`src/rtl/step_dir_decoder.sv`:
```
// Step/direction input decoder: synchronizes and glitch-filters step/dir/enable,
// keeps a signed position, measures step period and flags stalls and reversals.
module step_dir_decoder #(
  parameter int MIN_PULSE      = 8,
  parameter int TIMEOUT_CYCLES = 1_000_000,
  parameter int POS_WIDTH      = 24,
  parameter int PERIOD_WIDTH   = 16
) (
  input  logic                    clk,
  input  logic                    rst_n,
  input  logic                    step_in,
  input  logic                    dir_in,
  input  logic                    enable_n_in,
  input  logic                    pos_clear,
  input  logic                    pos_load,
  input  logic [POS_WIDTH-1:0]    pos_load_val,
  output logic [POS_WIDTH-1:0]    position,
  output logic                    step_valid,
  output logic                    step_dir,
  output logic [PERIOD_WIDTH-1:0] period,
  output logic                    period_valid,
  output logic                    moving,
  output logic                    stall,
  output logic                    dir_flip,
  output logic [1:0]              dbg_state
);

  localparam int FCNT_W = (MIN_PULSE > 1) ? $clog2(MIN_PULSE) : 1;
  localparam logic [FCNT_W-1:0] FCNT_LAST = FCNT_W'(MIN_PULSE - 1);
  localparam int TO_W   = $clog2(TIMEOUT_CYCLES + 1);
  // Gap counter must reach the timeout even when that exceeds the period width.
  localparam int GAP_W  = (TO_W > PERIOD_WIDTH) ? TO_W : PERIOD_WIDTH;
  localparam logic [GAP_W-1:0] GAP_MAX     = '1;
  localparam logic [GAP_W-1:0] GAP_TIMEOUT = GAP_W'(TIMEOUT_CYCLES);
  localparam logic [GAP_W:0]   PER_MAX     = (GAP_W + 1)'((64'd1 << PERIOD_WIDTH) - 64'd1);

  typedef enum logic [1:0] {
    S_IDLE   = 2'd0,
    S_ARMED  = 2'd1,
    S_MOVING = 2'd2
  } state_t;

  logic              r_step_s1, r_step_s2, r_dir_s1, r_dir_s2, r_en_s1, r_en_s2;
  logic              r_filt, r_filt_d, r_event, r_seen_low, r_have_dir;
  logic [1:0]        r_fill;
  logic [FCNT_W-1:0] r_fcnt;
  logic [GAP_W-1:0]  r_gap;
  logic [POS_WIDTH-1:0]    r_pos;
  logic [PERIOD_WIDTH-1:0] r_period;
  logic              r_step_valid, r_step_dir, r_period_valid, r_dir_flip;
  state_t            r_state, w_next;
  logic              w_rise, w_step, w_timeout;
  logic [GAP_W:0]    w_gap_inc;
  logic [PERIOD_WIDTH-1:0] w_period;

  always_ff @(posedge clk or negedge rst_n) begin
    if (!rst_n) begin
      r_step_s1 <= 1'b0; r_step_s2 <= 1'b0;
      r_dir_s1  <= 1'b0; r_dir_s2  <= 1'b0;
      r_en_s1   <= 1'b0; r_en_s2   <= 1'b0;
    end else begin
      r_step_s1 <= step_in;     r_step_s2 <= r_step_s1;
      r_dir_s1  <= dir_in;      r_dir_s2  <= r_dir_s1;
      r_en_s1   <= enable_n_in; r_en_s2   <= r_en_s1;
    end
  end

  // Glitch filter; r_fill marks when the synchronizer holds real samples so a
  // line already high at reset release is not mistaken for a fresh step.
  always_ff @(posedge clk or negedge rst_n) begin
    if (!rst_n) begin
      r_filt     <= 1'b0;
      r_filt_d   <= 1'b0;
      r_fcnt     <= '0;
      r_fill     <= 2'b00;
      r_seen_low <= 1'b0;
      r_event    <= 1'b0;
    end else begin
      r_filt_d   <= r_filt;
      r_fill     <= {r_fill[0], 1'b1};
      r_seen_low <= r_seen_low | (r_fill[1] & ~r_step_s2);
      r_event    <= w_rise & ~r_en_s2 & r_seen_low;
      if (r_step_s2 != r_filt) begin
        if (r_fcnt == FCNT_LAST) begin
          r_filt <= r_step_s2;
          r_fcnt <= '0;
        end else begin
          r_fcnt <= r_fcnt + FCNT_W'(1);
        end
      end else begin
        r_fcnt <= '0;
      end
    end
  end

  assign w_rise    = r_filt & ~r_filt_d;
  assign w_step    = r_event & ~r_en_s2;
  assign w_gap_inc = {1'b0, r_gap} + (GAP_W + 1)'(1);
  assign w_period  = (w_gap_inc > PER_MAX) ? '1 : w_gap_inc[PERIOD_WIDTH-1:0];
  assign w_timeout = (r_state == S_MOVING) && !w_step && !r_en_s2 && (r_gap >= GAP_TIMEOUT);

  always_ff @(posedge clk or negedge rst_n) begin
    if (!rst_n) begin
      r_gap <= '0;
    end else if (w_step) begin
      r_gap <= '0;
    end else if (r_gap != GAP_MAX) begin
      r_gap <= r_gap + GAP_W'(1);
    end
  end

  always_ff @(posedge clk or negedge rst_n) begin
    if (!rst_n) r_state <= S_IDLE;
    else        r_state <= w_next;
  end

  always_comb begin
    w_next = r_state;
    case (r_state)
      S_IDLE:   if (!r_en_s2) w_next = w_step ? S_MOVING : S_ARMED;
      S_ARMED:  if (w_step) w_next = S_MOVING;
      S_MOVING: if (w_timeout) w_next = S_ARMED;
      default:  w_next = S_IDLE;
    endcase
    if (r_en_s2) w_next = S_IDLE;
  end

  always_comb begin
    moving    = (r_state == S_MOVING);
    stall     = w_timeout;
    dbg_state = r_state;
  end

  // Strobes outrank the step for the position, but the step is still reported.
  always_ff @(posedge clk or negedge rst_n) begin
    if (!rst_n) begin
      r_pos          <= '0;
      r_period       <= '0;
      r_step_valid   <= 1'b0;
      r_step_dir     <= 1'b0;
      r_period_valid <= 1'b0;
      r_dir_flip     <= 1'b0;
      r_have_dir     <= 1'b0;
    end else begin
      r_step_valid   <= w_step;
      r_period_valid <= w_step && (r_state == S_MOVING);
      r_dir_flip     <= w_step && r_have_dir && (r_dir_s2 != r_step_dir);
      if (w_step) begin
        r_step_dir <= r_dir_s2;
        r_have_dir <= 1'b1;
        if (r_state == S_MOVING) r_period <= w_period;
      end else if (r_state == S_IDLE) begin
        r_have_dir <= 1'b0;
      end
      if (pos_clear)     r_pos <= '0;
      else if (pos_load) r_pos <= pos_load_val;
      else if (w_step)   r_pos <= r_dir_s2 ? r_pos - POS_WIDTH'(1) : r_pos + POS_WIDTH'(1);
    end
  end

  assign position     = r_pos;
  assign period       = r_period;
  assign step_valid   = r_step_valid;
  assign step_dir     = r_step_dir;
  assign period_valid = r_period_valid;
  assign dir_flip     = r_dir_flip;

endmodule

```
`config.mk`:
```
export PLATFORM = sky130hd
export DESIGN_NAME = step_dir_decoder
export DESIGN_NICKNAME = d
export VERILOG_FILES = /design/src/rtl/step_dir_decoder.sv
export SDC_FILE = /design/constraint.sdc
export NUM_CORES = 1
export LEC_CHECK = 0
export BUFFER_PORTS_ARGS = -buffer_cell sky130_fd_sc_hd__buf_2
export CORE_MARGIN = 2
export CORE_UTILIZATION = 50
export CTS_CLUSTER_DIAMETER = 60
export DETAILED_ROUTE_END_ITERATION = 8
export PLACE_DENSITY = 0.75
export REMOVE_ABC_BUFFERS = 1
export SYNTH_ARGS = -nofsm -noshare
export SYNTH_HDL_FRONTEND = slang
export SYNTH_SLANG_ARGS = --single-unit
```
`constraint.sdc`:
```
create_clock -name clk -period 2.62 [get_ports clk]
set_input_delay 0.524 -clock clk [delete_from_list [all_inputs] [get_ports clk]]
set_output_delay 0.524 -clock clk [all_outputs]
set_load 0.05 [all_outputs]
```
==> results.sh, run 1 <==
export IMPL_yosysMostFrequentCell="dfrtp_1"
export IMPL_grt_antenna_before_repair=0
export IMPL_num_io_pins=79
export IMPL_synthCells=528
export IMPL_maxCapViolCount=0
export IMPL_switching_power_mw=1.381
export IMPL_power_total_mw=3.684
export IMPL_vias=4419
export IMPL_core_area_mm2=0.009284
export IMPL_cts_made_buffers=9
export IMPL_drc=0
export IMPL_vias_per_cell=5.702
export IMPL_slew_violations=0
export IMPL_synth_seq_cells=82
export IMPL_clock_latency_ns=0.37
export IMPL_whs_ns=0.1006
export IMPL_stdcell_area_mm2=0.006046
export IMPL_cp_required_ns=2.93
export IMPL_end_kind="flip-flop"
export IMPL_grt_pass1_wl_um=20090
export IMPL_wl_um=12370
export IMPL_tightest_slew_ns=0.7439
export IMPL_start_util_pct=51.55
export IMPL_final_setup_skew_ns=0.01409
export IMPL_syn_area_per_cell_um2=9.064
export IMPL_cp_arrival_ns=2.86
export IMPL_async_flop_share_pct=100.0
export IMPL_path_clk_slew_ns=0.10
export IMPL_fp_dieW_um=101.8
export IMPL_fmax_mhz=392.2
export IMPL_grt_max_degree=49
export IMPL_combPwrFrac_pct=31.1
export IMPL_ys_seq_area_share_pct=42.88
export IMPL_firstDrtPassIters=5
export IMPL_placementRows=35
export IMPL_cts_root_buf="clkbuf_8"
export IMPL_synth_top_area_share_pct=42.88
export IMPL_cp_max_fo=7
export IMPL_power_density_mw_per_mm2=609.3
export IMPL_netlist_area_mm2=0.004786
export IMPL_swShare_pct=37.49
export IMPL_synth_area_leaders="dfrtp_1, ha_1, a21oi_1"
export IMPL_synth_warnings=0
export IMPL_yosys_top_cells_count="dfrtp_1, a21oi_1, nor2_1"
export IMPL_die_area_mm2=0.01037
export IMPL_area_delta_synth_final_pct=26.33
export IMPL_timing_final_crit_share_pct=97.31
export IMPL_critPathKind="flip-flop to flip-flop"
export IMPL_cts_tree="done"
export IMPL_dpl_hpwl_um=8553
export IMPL_yosysUniqueCellTypes=64
export IMPL_hp_class="input port to async pin"
export IMPL_place_gp_congestion=0.8638
export IMPL_htree_num_levels=3
export IMPL_die_h_um=101.8
export IMPL_insertedDiodeCount=0
export IMPL_slew_headroom_pct=50.02
export IMPL_leakage_nw=2.920
export IMPL_pwr_share_seq_pct=42.3
export IMPL_yosys_area_top_type="dfrtp_1"
export IMPL_status="completed"
export IMPL_grt_pass1_vias=4323
export IMPL_rsz0062_at_grt="yes"
export IMPL_fillers=766
export IMPL_finalSetupViolCount=0
export IMPL_ant_nets=0
export IMPL_final_util_pct=65.12
export IMPL_ys_flop_type="dfrtp_1"
export IMPL_fin_crit_ns=2.550
export IMPL_clockBufferDepth=2
export IMPL_io_buffer_count=78
export IMPL_rrSetupSlack_ns=0.07
export IMPL_wl_per_cell_um=15.96
export IMPL_internal_power_mw=2.303
export IMPL_first_iter_violations=195
export IMPL_synth_edf_count=0
export IMPL_cts_sinks=82
export IMPL_startpoint_type="flip-flop"
export IMPL_grt_util_all_layers_pct=24.43
export IMPL_drive_gt1_share_pct=29.88
export IMPL_grt_remaining_overflow=0
export IMPL_pwr_share_clk_pct=26.6
export IMPL_nets=699
export IMPL_finalHoldViolations=0
export IMPL_dpl_instance_area_mm2=0.005543
export IMPL_ir_drop_v=0.0002978
## power by group through the flow
| stage | clock network [mW] | registers (mW) | logic [mW] |
|---|---|---|---|
| after floorplan | 0 | 1.72 | 0.580 |
| after global placement | 0 | 1.57 | 1.03 |
| after detailed placement | 0 | 1.58 | 1.06 |
| after CTS | 0.985 | 1.55 | 1.09 |
| after global routing | 1.04 | 1.58 | 1.27 |
| final | 0.980 | 1.56 | 1.14 |
## cells in the final DEF, fill, tap and decap left out, types with 3 or more instances in the layout
master,count
and2_1,4
a2111oi_2,4
xnor2_1,15
dfrtp_1,81
a21oi_1,51
a31oi_1,6
ha_4,5
nand2_1,51
buf_4,43
and3_1,9
a21o_1,12
inv_1,19
xor2_1,19
ha_1,19
nand3_1,19
o31ai_1,4
o21ai_0,17
a211oi_1,3
clkbuf_8,9
a221oi_1,4
nor2_1,57
a21oi_2,18
buf_2,77
a311oi_1,4
nor3_1,11
nand4_1,9
nor2b_1,3
## final timing paths
path,startpoint,to,cells after the start
max,r_dir_s2$_DFF_PN0_,position[21]$_DFFE_PN0P_,12
min,rst_n,r_gap[11]$_DFFE_PN0P_,1
max reg2reg,r_dir_s2$_DFF_PN0_,position[21]$_DFFE_PN0P_,12
min reg2reg,r_en_s1$_DFF_PN0_,r_en_s2$_DFF_PN0_,0
max in group asynchronous,rst_n,r_dir_s2$_DFF_PN0_,2
min in group clk,step_in,r_step_s1$_DFF_PN0_,1
## sequential cells by signal, summed over array words and instances, names as in the netlist, 2 cells and up
name and cells:
period 16, r_gap 20, r_fill 2, dbg_state 2, position 24, r_fcnt 3
## routing by layer
layer  wire (um)  up-vias  global-route usage (%)
li1            -     2120                       -
met1        5408     2123                   31.41
met2        6029      147                   42.05
met3         641       29                   4.036
met4         288        0                   8.308
met5           0        -                       0
## metrics by stage
step / std cells / TNS [ns] / worst slack (ns)
final: 775 / 0 / 0.07045
after floorplan: 505 / -4.801 / -0.2794
after global placement: 750 / -0.02233 / -0.02128
after global routing: 775 / -0.06356 / -0.02649
after detailed placement: 750 / -0.7000 / -0.1830
after CTS: 771 / 0 / 0.001297
## worst max-delay path: stages (launching register included)
cell and delay (ns):
dfrtp_2 0.44, buf_6 0.15, buf_8 0.14, ha_4 0.26, and3_4 0.18, buf_4 0.10
o311ai_2 0.08, a21o_1 0.24, a21oi_1 0.20, nor3_2 0.07, buf_4 0.15, or4_1 0.39
nand3_1 0.08
## cells by family after synthesis
group                      count (synthesis)  share of synthesized area (%)
muxes                                      2                         0.4444
buffers and inverters                     43                          3.555
AOI/OAI and AO/OA                        149                          20.34
other                                      1                        0.07836
adders and majority gates                 27                          7.216
DFF                                       82                          42.88
xor gates and xnor gates                  34                          6.222
and+or+nand+nor                          190                          19.27
## area by class of cell
cell class | count | area (um2) | area share (%)
Tap cell | 129 | 161.4 | 2.670
Clock buffer | 10 | 127.6 | 2.111
Sequential cell | 82 | 2053 | 33.96
Multi-Input combinational cell | 403 | 2769 | 45.80
Inverter | 20 | 75.07 | 1.242
Clock inverter | 6 | 73.82 | 1.221
Timing Repair Buffer | 125 | 785.8 | 13.00
## what timing repair did
| item | CTS | global route |
|---|---|---|
| resized for setup | 13 | 35 |
| setup buffers | 5 | 4 |
| hold buffers | 0 | 0 |
| pin swaps | 4 | 17 |
| endpoints found under the setup margin | 9 | 15 |
No activity file was read; power rests on OpenSTA's default activity.
==> run 2, diff against run 1 <==
SETUP_SLACK_MARGIN = 0.4   (was not set)
==> results.sh, run 2 (synthesized netlist as in run 1, its figures left out) <==
export IMPL_ir_drop_v=0.0002977
export IMPL_tns_ns=0
export IMPL_placementRows=35
export IMPL_vias=4567
export IMPL_wl_per_cell_um=16.77
export IMPL_dpl_hpwl_um=8553
export IMPL_slew_headroom_pct=49.06
export IMPL_worstReg2RegStart="r_dir_s2$_DFF_PN0_"
export IMPL_maxCapViolCount=0
export IMPL_reg2reg_depth=12
export IMPL_first_iter_violations=230
export IMPL_crit_path_start="r_dir_s2$_DFF_PN0_"
export IMPL_finalHoldViolations=0
export IMPL_slew_violations=0
export IMPL_grt_antenna_before_repair=0
export IMPL_largest_reg_flops=24
export IMPL_die_area_mm2=0.01037
export IMPL_grt_remaining_overflow=0
export IMPL_area_delta_synth_final_pct=32.92
export IMPL_hp_class="input port to async pin"
export IMPL_fin_crit_ns=2.545
export IMPL_startpoint_type="flip-flop"
export IMPL_ant_nets=0
export IMPL_firstDrtPassIters=5
export IMPL_layout_common_cells="dfrtp_1, buf_2, nor2_1"
export IMPL_final_setup_skew_ns=0.01193
export IMPL_clock_latency_ns=0.37
export IMPL_start_util_pct=51.55
export IMPL_place_gp_congestion=0.8638
export IMPL_cts_tree="done"
export IMPL_fp_dieW_um=101.8
export IMPL_hold_buffers=0
export IMPL_cts_sinks=82
export IMPL_rsz0062_at_grt="yes"
export IMPL_tightest_slew_ns=0.7583
export IMPL_power_total_mw=3.775
export IMPL_clockBufferDepth=2
export IMPL_die_h_um=101.8
export IMPL_grt_util_all_layers_pct=25.63
export IMPL_drc=0
export IMPL_drive_gt1_share_pct=35.71
export IMPL_status="completed"
export IMPL_end_kind="flip-flop"
export IMPL_nets=711
export IMPL_cp_max_fo=7
export IMPL_cp_required_ns=2.93
export IMPL_power_density_mw_per_mm2=593.4
export IMPL_path_clk_slew_ns=0.10
export IMPL_leakage_nw=3.003
export IMPL_insertedDiodeCount=0
export IMPL_grt_pass1_wl_um=20980
export IMPL_timing_final_crit_share_pct=97.15
export IMPL_whs_ns=0.09951
export IMPL_vias_per_cell=5.803
export IMPL_finalSetupViolCount=0
export IMPL_fmax_mhz=392.9
export IMPL_core_area_mm2=0.009284
export IMPL_grt_pass1_vias=4461
export IMPL_htree_num_levels=3
export IMPL_grt_max_degree=49
export IMPL_critPathKind="flip-flop to flip-flop"
export IMPL_cts_made_buffers=9
export IMPL_wl_um=13200
export IMPL_cp_arrival_ns=2.86
export IMPL_cts_root_buf="clkbuf_8"
export IMPL_dpl_cell_count=750
export IMPL_io_buffer_count=78
export IMPL_final_util_pct=68.52
export IMPL_layout_commonest_cell="dfrtp_1"
export IMPL_num_io_pins=79
export IMPL_post_layout_nonfiller_instances=787
export IMPL_fillers=717
## run 2: path summary, 6_finish.rpt
path / end / slack (ns)
max in group asynchronous: r_gap[17]$_DFFE_PN0P_ / 1.87
worst min-delay path: period[12]$_DFFE_PN0P_ / 0.1
worst min register to register: r_en_s2$_DFF_PN0_ / 0.36
min in group clk: r_step_s1$_DFF_PN0_ / 0.25
worst max-delay path: position[21]$_DFFE_PN0P_ / 0.07
worst max register to register: position[21]$_DFFE_PN0P_ / 0.07
## run 2: area by class of cell
class / count / area [um2] / share of cell area, %
clock buffer: 10 / 127.6 / 2.006
clock inverter: 6 / 73.82 / 1.161
inverter: 20 / 75.07 / 1.180
multi-input combinational: 403 / 2963 / 46.58
sequential: 82 / 2058 / 32.36
tap: 129 / 161.4 / 2.537
timing repair buffer: 137 / 902.1 / 14.18
## run 2: power breakdown
| part | leakage, nW | internal, mW | switching, mW | total [mW] |
|---|---|---|---|---|
| clock network | 0.0954 | 0.455 | 0.523 | 0.977 |
| logic | 1.84 | 0.486 | 0.754 | 1.24 |
| registers | 1.07 | 1.42 | 0.142 | 1.56 |
## run 2: critical path: stages, from the launching register on
cell and delay (ns):
dfrtp_2 0.46, buf_12 0.16, buf_8 0.14, ha_4 0.27, and3_4 0.20, o311ai_2 0.10, a21o_1 0.21, buf_6 0.14
a21oi_4 0.14, nor3_4 0.07, buf_6 0.12, or4_1 0.39, nand3_1 0.09
## run 2: layer usage
layer | up-vias | global-route usage (%) | part of all wire [%]
li1 | 2145 | - | -
met1 | 2229 | 32.58 | 42
met2 | 166 | 43.83 | 51
met3 | 27 | 4.583 | 5.5
met4 | 0 | 9.641 | 2.0
met5 | - | 0 | 0
## run 2: timing repair
action                                  in CTS  in global routing
endpoints found under the setup margin      46                 37
setup buffers                               13                  8
resized for setup                           56                 40
pin swaps                                   23                 18
## run 2: stage by stage
step / setup slack, ns / area, um2
floorplan: -0.2794 / 4691
global placement: -0.02128 / 5543
detailed placement: -0.1830 / 5543
CTS: 0.1568 / 6135
global route: 0.02406 / 6361
finish: 0.07477 / 6361
